## src/rtl/barker_pkg.sv

```systemverilog
// Shared constants and types for the Barker-11 frame synchroniser.
package barker_pkg;

  localparam int unsigned BARKER_LEN = 11;
  localparam logic [BARKER_LEN-1:0] BARKER_SEQ = 11'b11100010010;

  typedef enum logic [1:0] {
    HUNT   = 2'd0,
    VERIFY = 2'd1,
    LOCK   = 2'd2
  } sync_state_t;

endpackage

```

## src/rtl/barker_frame_sync.sv

```systemverilog
// Frame-sync flywheel around the Barker-11 correlator: HUNT/VERIFY/LOCK on
// matches FRAME_LEN bits apart, one event per expected sync position.
module barker_frame_sync
  import barker_pkg::*;
#(
  parameter int unsigned FRAME_LEN  = 64,
  parameter int unsigned VERIFY_CNT = 2,
  parameter int unsigned MISS_CNT   = 3
) (
  input  logic        i_clk,
  input  logic        i_rst_n,
  input  logic        s_tdata,
  input  logic        s_tvalid,
  input  logic        s_tlast,
  output logic        s_tready,
  output logic        c_tdata,
  output logic        c_tvalid,
  output logic        c_tlast,
  input  logic        c_tready,
  input  logic        r_tuser,
  input  logic        r_tvalid,
  output logic        r_tready,
  output logic        m_tvalid,
  output logic        m_tuser,
  input  logic        m_tready,
  output logic        o_locked,
  output logic [15:0] o_frame_cnt
);

  localparam int unsigned CNT_W  = $clog2(FRAME_LEN);
  localparam int unsigned HIT_W  = $clog2(VERIFY_CNT + 1);
  localparam int unsigned MISS_W = $clog2(MISS_CNT + 1);

  sync_state_t       r_state, w_state_nxt;
  logic [CNT_W-1:0]  r_pos, w_pos_nxt;
  logic [HIT_W-1:0]  r_hits, w_hits_nxt;
  logic [MISS_W-1:0] r_misses, w_misses_nxt;
  logic              r_m_tvalid, r_m_tuser, r_locked;
  logic [15:0]       r_frame_cnt;
  logic              w_take, w_window, w_ev, w_ev_user;

  // Bit stream goes straight through to the correlator.
  assign c_tdata  = s_tdata;
  assign c_tvalid = s_tvalid;
  assign c_tlast  = s_tlast;
  assign s_tready = c_tready;

  // Stall results only while an undelivered event blocks the register.
  assign r_tready = !(r_m_tvalid && !m_tready);
  assign w_take   = r_tvalid && r_tready;
  assign w_window = (r_pos == CNT_W'(FRAME_LEN - 1));

  always_ff @(posedge i_clk) begin
    if (!i_rst_n) begin
      r_state  <= HUNT;
      r_pos    <= '0;
      r_hits   <= '0;
      r_misses <= '0;
    end else begin
      r_state  <= w_state_nxt;
      r_pos    <= w_pos_nxt;
      r_hits   <= w_hits_nxt;
      r_misses <= w_misses_nxt;
    end
  end

  always_comb begin
    w_state_nxt  = r_state;
    w_pos_nxt    = r_pos;
    w_hits_nxt   = r_hits;
    w_misses_nxt = r_misses;
    w_ev         = 1'b0;
    w_ev_user    = 1'b0;
    if (w_take) begin
      unique case (r_state)
        HUNT: begin
          if (r_tuser) begin
            w_pos_nxt   = '0;
            w_hits_nxt  = HIT_W'(1);
            w_state_nxt = (VERIFY_CNT == 1) ? LOCK : VERIFY;
          end
        end
        VERIFY: begin
          if (!w_window) begin
            w_pos_nxt = r_pos + CNT_W'(1);
          end else if (r_tuser) begin
            w_pos_nxt  = '0;
            w_hits_nxt = r_hits + HIT_W'(1);
            if (r_hits + HIT_W'(1) == HIT_W'(VERIFY_CNT)) begin
              w_state_nxt = LOCK;
              w_ev        = 1'b1;
              w_ev_user   = 1'b1;
            end
          end else begin
            w_pos_nxt   = '0;
            w_hits_nxt  = '0;
            w_state_nxt = HUNT;
          end
        end
        LOCK: begin
          // Matches between windows are false syncs and are ignored.
          if (!w_window) begin
            w_pos_nxt = r_pos + CNT_W'(1);
          end else begin
            w_pos_nxt = '0;
            w_ev      = 1'b1;
            w_ev_user = r_tuser;
            if (r_tuser) begin
              w_misses_nxt = '0;
            end else if (r_misses + MISS_W'(1) == MISS_W'(MISS_CNT)) begin
              w_misses_nxt = '0;
              w_hits_nxt   = '0;
              w_state_nxt  = HUNT;
            end else begin
              w_misses_nxt = r_misses + MISS_W'(1);
            end
          end
        end
        default: w_state_nxt = HUNT;
      endcase
    end
  end

  // One-deep event register; can drain and reload in the same cycle.
  always_ff @(posedge i_clk) begin
    if (!i_rst_n) begin
      r_m_tvalid  <= 1'b0;
      r_m_tuser   <= 1'b0;
      r_locked    <= 1'b0;
      r_frame_cnt <= '0;
    end else begin
      r_locked <= (w_state_nxt == LOCK);
      if (w_ev) begin
        r_m_tvalid  <= 1'b1;
        r_m_tuser   <= w_ev_user;
        r_frame_cnt <= r_frame_cnt + 16'd1;
      end else if (m_tready) begin
        r_m_tvalid <= 1'b0;
      end
    end
  end

  assign m_tvalid    = r_m_tvalid;
  assign m_tuser     = r_m_tuser;
  assign o_locked    = r_locked;
  assign o_frame_cnt = r_frame_cnt;

endmodule

```

## config.mk

```make
export PLATFORM = sky130hd
export DESIGN_NAME = barker_frame_sync
export DESIGN_NICKNAME = d
export VERILOG_FILES = /design/src/rtl/barker_pkg.sv /design/src/rtl/barker_frame_sync.sv
export SDC_FILE = /design/constraint.sdc
export NUM_CORES = 1
export LEC_CHECK = 0
export CAP_MARGIN = 20
export CORE_ASPECT_RATIO = 1.75
export CORE_MARGIN = 2
export CORE_UTILIZATION = 25
export CTS_CLUSTER_SIZE = 12
export DETAILED_ROUTE_END_ITERATION = 16
export PLACE_DENSITY = 0.42
export RECOVER_POWER = 25
export SLEW_MARGIN = 20
export SYNTH_ARGS = -nofsm -noshare
export SYNTH_HDL_FRONTEND = slang
export SYNTH_SLANG_ARGS = --single-unit
```

## constraint.sdc

```tcl
create_clock -name i_clk -period 2.1 [get_ports i_clk]
set_clock_uncertainty 0.2 [all_clocks]
set_input_delay 0.315 -clock i_clk [delete_from_list [all_inputs] [get_ports i_clk]]
set_output_delay 0.315 -clock i_clk [all_outputs]
set_load 0.02 [all_outputs]
```

* Word-level counts from Yosys, hierarchy flattened *
Index checks and enable logic that the tools add are counted.

storage, ports and cells
  input port bits = 9
  output and inout port bits = 24
  bits in registers = 31

operators by class
  eq/ne operators = 11
  add/sub/neg operators = 4
  muxes and demuxes = 32
  reduce and logical (&&, ||, !) cells = 12

operators with widths
  kind                                                  count
  2-to-1 mux 2 bit                                      16
  adder 16 x 1 -> 16 bit (second input constant)        1
  2-to-1 mux 6 bit                                      2
  case mux 2 bit (3 select lines)                       2
  case mux 6 bit (2 select lines)                       1
  != test 2 bit (second input constant)                 5
  2-to-1 mux 1 bit                                      9
  equality test 2 bit (second input constant)           4
  AND reduction 7 bit                                   1
  adder 6 x 1 -> 6 bit (second input constant)          1
  equality test 6 bit (second input constant)           1
  AND reduction 3 bit                                   2
  adder 2 x 1 -> 2 bit (second input constant)          2
  case mux 1 bit (2 select lines)                       2
  nonzero test 2 bit                                    2
  nonzero test 3 bit                                    1
  equality test 2 x 1 -> 1 bit (second input constant)  1
  logical AND 1 bit                                     2
  logical NOT 1 bit                                     2
  logical NOT 2 bit                                     1
  OR reduction 2 bit                                    1

* Longest topological paths before layout *
Gate-level depths: netlist of the first run.

  depth in word-level cells = 8
  depth in mapped cells = 7
  mapped depth without buffers = 6

* Least setup slack after synthesis of the first run *
No wires, ideal clock.

  path kind = register to register
  start point = reg r_pos[0]
  end point = reg r_frame_cnt[8], in the netlist o_frame_cnt[8]
  data required time = 1.830 ns
  path slack = 0.140 ns
  stages on the path, launching flop included = 7
  period minus slack after synthesis = 1.960 ns
  arrival = 1.690 ns
  cells stage by stage = dfxtp_1 -> ha_1 -> and4_4 -> nand4_4 -> buf_6 -> or4_1 -> a21oi_1

between the ends
  longest elaborated chain between the ends = 4
  elaborated cells between the ends (all ways) = 5

RTL lines
  item                                 RTL line                                           source
  start, declared                      barker_frame_sync.sv:35                            logic [CNT_W-1:0] r_pos, w_pos_nxt;
  start signal, assigned               barker_frame_sync.sv:61                            r_pos <= w_pos_nxt;
  equality test 6 bit *                barker_frame_sync.sv:51                            assign w_window = (r_pos == CNT_W'(FRAME_LEN - 1));
  2-to-1 mux 1 bit (on tied branches)  barker_frame_sync.sv:102, barker_frame_sync.sv:84
  case mux 1 bit (2 select lines) *    barker_frame_sync.sv:75                            unique case (r_state)
  2-to-1 mux 1 bit *                   barker_frame_sync.sv:74                            if (w_take) begin
  end signal, assigned                 barker_frame_sync.sv:136                           r_frame_cnt <= r_frame_cnt + 16'd1;
  end, declared                        barker_frame_sync.sv:39                            logic [15:0] r_frame_cnt;

Mark *: on every way between the ends. The rest lies on a longest branch, timed or not.
A chain may end at the register's enable or synchronous reset.

* Worst setup path after layout of the first run *
  start point = reg r_state[1]
  end point = reg r_frame_cnt[6], in the netlist o_frame_cnt[6]

between the ends
  longest elaborated chain between the ends = 3
  elaborated cells between the ends (all ways) = 4

RTL lines
  item                                                                 RTL line                 source
  start, declared                                                      barker_frame_sync.sv:34  sync_state_t r_state, w_state_nxt;
  start signal, assigned                                               barker_frame_sync.sv:60  r_state <= w_state_nxt;
  equality test 2 bit or equality test 2 x 1 -> 1 bit (tied branches)  barker_frame_sync.sv:75
  case mux 1 bit (2 select lines) *                                    barker_frame_sync.sv:75
  2-to-1 mux 1 bit *                                                   barker_frame_sync.sv:74

Marks and branches as above.

==> impl_metrics.toml, run 1 <==
[routing]
wire_per_inst_um = 15.4
drc = 0
viasPerCell = 5.20
vias = 1873
drtIter0Drc = 45
dr.pass1.iters = 4
final_antenna_net_count = 0
routed_wl_um = 5540

[timing]
final_hold_viol_count = 0
setup_slack_ns = 0.0971
period_share_pct = 95.4
worst_pin_slew_ns = 0.327
slew_headroom_pct = 78.2
maxSlewViolCount = 0
setup_viol = 0
fin_crit_ns = 2.00
max_freq_ghz = 0.499

[finish]
layout-drive-gt1-share_pct = 26.6
area_growth_pct = 43.0
n_antenna_cell = 0
layout.nets = 289
final_util_pct = 36.6

[die]
fp-row-count = 41
start_util_pct = 25.6
coreArea_mm2 = 0.00713
die_w_um = 68.6
die-area_mm2 = 0.00802
die_h_um = 117
ios = 33

[clocking]
postCtsSetupRepairBufs = 0
insertion_delay_ns = 0.28
ctsHoldBuffers = 0
root_buffer = "clkbuf_16"
clk_pin_slew_ns = 0.06
clockBufferDepth = 2
cts-buffers-inserted = 5
clock_sinks = 31
cts_tree = "built"
h-tree-depth = 2

[grt]
track_usage_pct = 15.2
grt_max_degree = 24
grt_pass1_wl_um = 8950
overflow = 0
grt_pass1_vias = 1809
grt_antenna_before_repair = 0

[pwr]
p_leak_nw = 0.939
ir_drop_mv = 0.387
power.density_mw_per_mm2 = 547

[job]
cap_violations = 0

[yosys]
yosys_warnings = 0
synth_area_mm2 = 0.00182
synth_cell_types = 52
yosys.area.top_type = "dfxtp_1"
synth_top_area_share_pct = 34.0
synth_flop_cell = "dfxtp_1"
synth_edf_count = 0
synthCells = 212
synth_seq_cells = 31
seq_area_frac_synth_pct = 34.0
syn-num-nets = 228
synthArstFlopShare_pct = 0
synth_area_per_cell_um2 = 8.60
synth_area_leaders = "dfxtp_1, a21oi_1, ha_1"

[run_status]
outcome = "completed"

[worst_setup_path]
critPathMaxFanout = 13
cp.arrival_ns = 2.02
cp_top_family = "simple AND/OR/NAND/NOR gates"
max_stage_delay_ns = 0.50
crit_path_end_kind = "flop"
crit_path_start_kind = "flop"
path_cells = "inv_1 > ha_4 > and3_4 > o21ai_1 > buf_4 > or4_1 > a21oi_1"
cpMaxStageDelayCell = "or4_1"
worst-setup-path-type = "flop to flop"
worstPathRequired_ns = 2.12
path_buf_inv = 2

[hold_path]
hp-class = "flop to flop"

[placement]
gp_congestion = 0.853
hpwl_um = 4300
port_buffers = 24
dp_slack_ns = -0.196
==> where the power goes <==
group          switching, W  total (W)  internal [W]
sequential       0.00000426   0.000597      0.000593
clock              0.000270   0.000702      0.000432
combinational     0.0000626   0.000127     0.0000646
==> final timing paths <==
path	end	slack (ns)	from	cells after the start
max	o_frame_cnt[6]	0.1	r_state[1]	7
min	r_hits[1]	0.26	r_hits[1]	2
max reg2reg	o_frame_cnt[6]	0.1	r_state[1]	7
min reg2reg	r_hits[1]	0.26	r_hits[1]	2
==> metrics by stage <==
stage | hold slack (ns) | cell area (um2) | cells | setup TNS, ns | power (W)
after detailed placement | 0.247 | 2420 | 352 | -3.27 | 0.000729
after global routing | 0.275 | 2610 | 360 | -0.00104 | 0.00148
final | 0.257 | 2610 | 360 | 0 | 0.00143
after floorplan | 0.235 | 1820 | 212 | 0 | 0.000678
after global placement | 0.252 | 2420 | 352 | -3.23 | 0.000730
after CTS | 0.263 | 2570 | 360 | 0 | 0.00144
==> registers in the layout, indices dropped and copies added, names as in the netlist <==
register / cells
o_frame_cnt: 16
r_pos: 6
r_hits: 2
r_misses: 2
r_state: 2
m_tuser: 1
m_tvalid: 1
o_locked: 1
==> cells by family (layout without fill, tap and decap cells) <==
logic type / Yosys count / after routing / share of synthesized area, %
buf+inv: 26 / 88 / 8.16
mux: 3 / 3 / 1.65
fa+ha+maj: 7 / 7 / 4.80
flops: 31 / 31 / 34.0
simple gates: 81 / 81 / 28.2
compound gates: 64 / 64 / 23.2
==> placed cells by master (no fill, tap or decap), drive strengths merged, types with 5 or more instances in the layout <==
cell type       n
dlygate4sd3     9
a21oi          23
nand4           8
nor2            5
inv            10
nand3          10
nand2          15
ha              7
clkbuf          5
o21ai           8
dfxtp          31
buf            46
o31ai          11
or3             6
or4            11
clkdlybuf4s50  14
==> final cells by class <==
cell class | count | area (um2)
Clock inverter | 3 | 15.0
Fill cell | 764 | 4520
Clock buffer | 5 | 125
Multi-Input combinational cell | 155 | 1100
Inverter | 10 | 40.0
Tap cell | 86 | 108
Sequential cell | 31 | 626
Timing Repair Buffer | 70 | 597
==> routing by layer <==
layer	up-vias	GRT usage [%]	routed length [um]
met5	-	0	0
met4	0	5.60	76
met3	6	3.35	174
met2	32	29.2	3260
met1	901	15.3	2030
li1	934	-	-
==> what timing repair did <==
item                                    4_1_cts  5_1_grt
cloned                                        0        0
pin swaps                                     0        3
endpoints found under the setup margin        8       21
gates resized for setup                       3       13
==> Yosys cell counts (2+ instances only) <==
| master | number |
|---|---|
| or4_1 | 11 |
| and4_1 | 3 |
| and2_1 | 3 |
| a41oi_1 | 2 |
| nor4_1 | 2 |
| and3_1 | 3 |
| dfxtp_1 | 31 |
| o2111ai_1 | 2 |
| inv_1 | 9 |
| or3_1 | 5 |
| buf_4 | 5 |
| o21ai_0 | 7 |
| nor2_1 | 5 |
| o311ai_0 | 2 |
| nand2b_1 | 2 |
| buf_2 | 3 |
| nor2b_1 | 2 |
| o211ai_1 | 3 |
| o21a_1 | 2 |
| nand4_1 | 6 |
| a31oi_1 | 2 |
| nand4_4 | 2 |
| nand2_1 | 15 |
| ha_1 | 7 |
| buf_6 | 3 |
| a21oi_1 | 23 |
| o31ai_1 | 11 |
| nor3_1 | 2 |
| clkbuf_1 | 4 |
| mux2i_1 | 3 |
| nand3_1 | 10 |
| a211oi_1 | 2 |
==> worst reg2reg max path, cell delays in order (launching register included) <==
cell and delay [ns]:
dfxtp_2 0.34, inv_1 0.14, ha_4 0.17, and3_4 0.20, o21ai_1 0.06, buf_4 0.18, or4_1 0.51, a21oi_1 0.14
Note: power is estimated with default switching activity, not from simulation.
==> inputs of run 2 (changes only) <==
Settings changed: ABC_CLOCK_PERIOD_IN_PS set to 2100.
==> results of run 2 <==
Final layout, timing and power as in run 1 (identical DEF).
==> inputs of run 3 (changes only) <==
Settings changed: CTS_CLUSTER_SIZE 12 to 28, SKIP_LAST_GASP set to 1.
==> run 3 against run 2 <==
  * Clock-buffer cell count unchanged
  * Clock power about the same
  * Largest cell class unchanged
  * Power about the same
  * Utilization decreased by 0.053 points
  * Critical endpoint is now o_frame_cnt[11]
  * Register-to-register slack about the same
  * Sequential share of layout area decreased by 0.062 points
  * Largest power group unchanged
==> impl_metrics.toml, run 3 (synthesis gave the netlist of run 1 again) <==
[run_status]
outcome = "completed"

[die]
die-area_mm2 = 0.00802
coreArea_mm2 = 0.00713
start_util_pct = 25.6
die_w_um = 68.6
ios = 33
die_h_um = 117
fp-row-count = 41

[routing]
drc = 0
final_antenna_net_count = 0
routed_wl_um = 5540
drtIter0Drc = 44
viasPerCell = 5.18
dr.pass1.iters = 4
vias = 1864
wire_per_inst_um = 15.4

[timing]
final_hold_viol_count = 0
worst_pin_slew_ns = 0.331
period_share_pct = 95.7
maxSlewViolCount = 0
grt_setup_unrepaired = "true"
hold_ws_ns = 0.257
slew_headroom_pct = 77.9
fin_crit_ns = 2.01
max_freq_ghz = 0.498
setup_viol = 0

[worst_setup_path]
crit_path_end_kind = "flop"
ff2ff_path_depth = 5
worstReg2RegStart = "r_pos[0]"
critPathMaxFanout = 11
cpMaxStageDelayCell = "or4_1"
worstPathRequired_ns = 2.11
r2r-end = "o_frame_cnt[11]"
max_stage_delay_ns = 0.54
path_cells = "ha_1 > and4_4 > nand4_4 > or4_1 > a21oi_1"
cp.arrival_ns = 2.02
worst-setup-path-type = "flop to flop"
r2r_setup_slack_ns = 0.09
crit_path_start_kind = "flop"

[placement]
gp_congestion = 0.853
port_buffers = 24
hpwl_um = 4300

[clocking]
cts_tree = "built"
root_buffer = "clkbuf_16"
insertion_delay_ns = 0.28
clockBufferDepth = 2
cts-buffers-inserted = 5
clock_sinks = 31
clk_pin_slew_ns = 0.05
h-tree-depth = 2

[pwr]
ir_drop_mv = 0.390
power.density_mw_per_mm2 = 548
p_total_w = 0.00143
p_leak_nw = 0.934

[hold_path]
hp-class = "flop to flop"
holdPathEnd = "r_hits[1]"
hold_start = "r_hits[1]"
min_path_cells = 2

[finish]
largest_reg_flops = 16
area_growth_pct = 42.8
layout-drive-gt1-share_pct = 25.9
layout.nets = 289
layout_common_cells = "buf_4, dfxtp_1, a21oi_1"
n_antenna_cell = 0
layout_commonest_cell = "buf_4"

[grt]
track_usage_pct = 15.2
grt_pass1_wl_um = 8950
grt_antenna_before_repair = 0
overflow = 0
grt_max_degree = 24
grt_pass1_vias = 1809

[job]
cap_violations = 0
## run 3: changes by cell type in the layout (fill, tap and decap cells not counted), sizes merged
cell | before | now
clkdlybuf4s50 | 14 | 15
clkinv | 3 | 4
dlygate4sd3 | 9 | 8
inv | 10 | 9
## run 3: worst max path at each step
stage	startpoint	endpoint	slack, ns
CTS	r_state[1]	o_frame_cnt[6]	0.008
global route	r_pos[0]	o_frame_cnt[11]	-0.03
detailed placement	r_tvalid	o_frame_cnt[11]	-0.20
floorplan	r_pos[0]	o_frame_cnt[8]	0.14
global placement	r_tvalid	o_frame_cnt[12]	-0.20
finish	r_pos[0]	o_frame_cnt[11]	0.09
## run 3: routing by layer
layer  GRT usage, %  up-vias  part of all wire (%)
met2           29.2       34                    58
met4           5.60        0                   1.4
met3           3.35        6                   3.2
met5              0        -                     0
li1               -      932                     -
met1           15.3      892                    37
## run 3: power breakdown
group | switching [W] | total, W | internal, W
Sequential | 0.00000434 | 0.000597 | 0.000593
Clock | 0.000271 | 0.000703 | 0.000432
Combinational | 0.0000626 | 0.000127 | 0.0000646
Total | 0.000338 | 0.00143 | 0.00109
## run 3: area by class of cell
| type | instances | area (um2) |
|---|---|---|
| tap | 86 | 108 |
| inverter | 10 | 38.8 |
| clock buffer | 5 | 125 |
| fill | 763 | 4530 |
| multi-input combinational | 155 | 1100 |
| sequential | 31 | 623 |
| timing repair buffer | 70 | 597 |
| clock inverter | 3 | 15.0 |
## run 3: worst max-delay path, delay by kind of cell (launching register included)
kind | cells | cell delay (ns)
simple gates | 3 | 1.02
flops | 1 | 0.37
fa+ha+maj | 1 | 0.19
compound gates | 1 | 0.15
## run 3: metrics by stage
stage | cells | area [um2] | worst slack, ns | util [%] | TNS, ns
final | 360 | 2610 | 0.0902 | 36.5 | 0
after global routing | 360 | 2610 | -0.0279 | 36.5 | -0.0457
after CTS | 360 | 2570 | 0.00820 | 36.0 | 0
after detailed placement | 352 | 2420 | -0.196 | 33.9 | -3.27
after global placement | 352 | 2420 | -0.200 | 33.9 | -3.23
after floorplan | 212 | 1820 | 0.140 | - | 0
## run 3: timing repair
action / in CTS / in global routing
setup buffers: 0 / 0
setup endpoints to repair: 8 / 21
pin swaps: 0 / 2
resized for setup: 3 / 10
hold buffers: 0 / 0
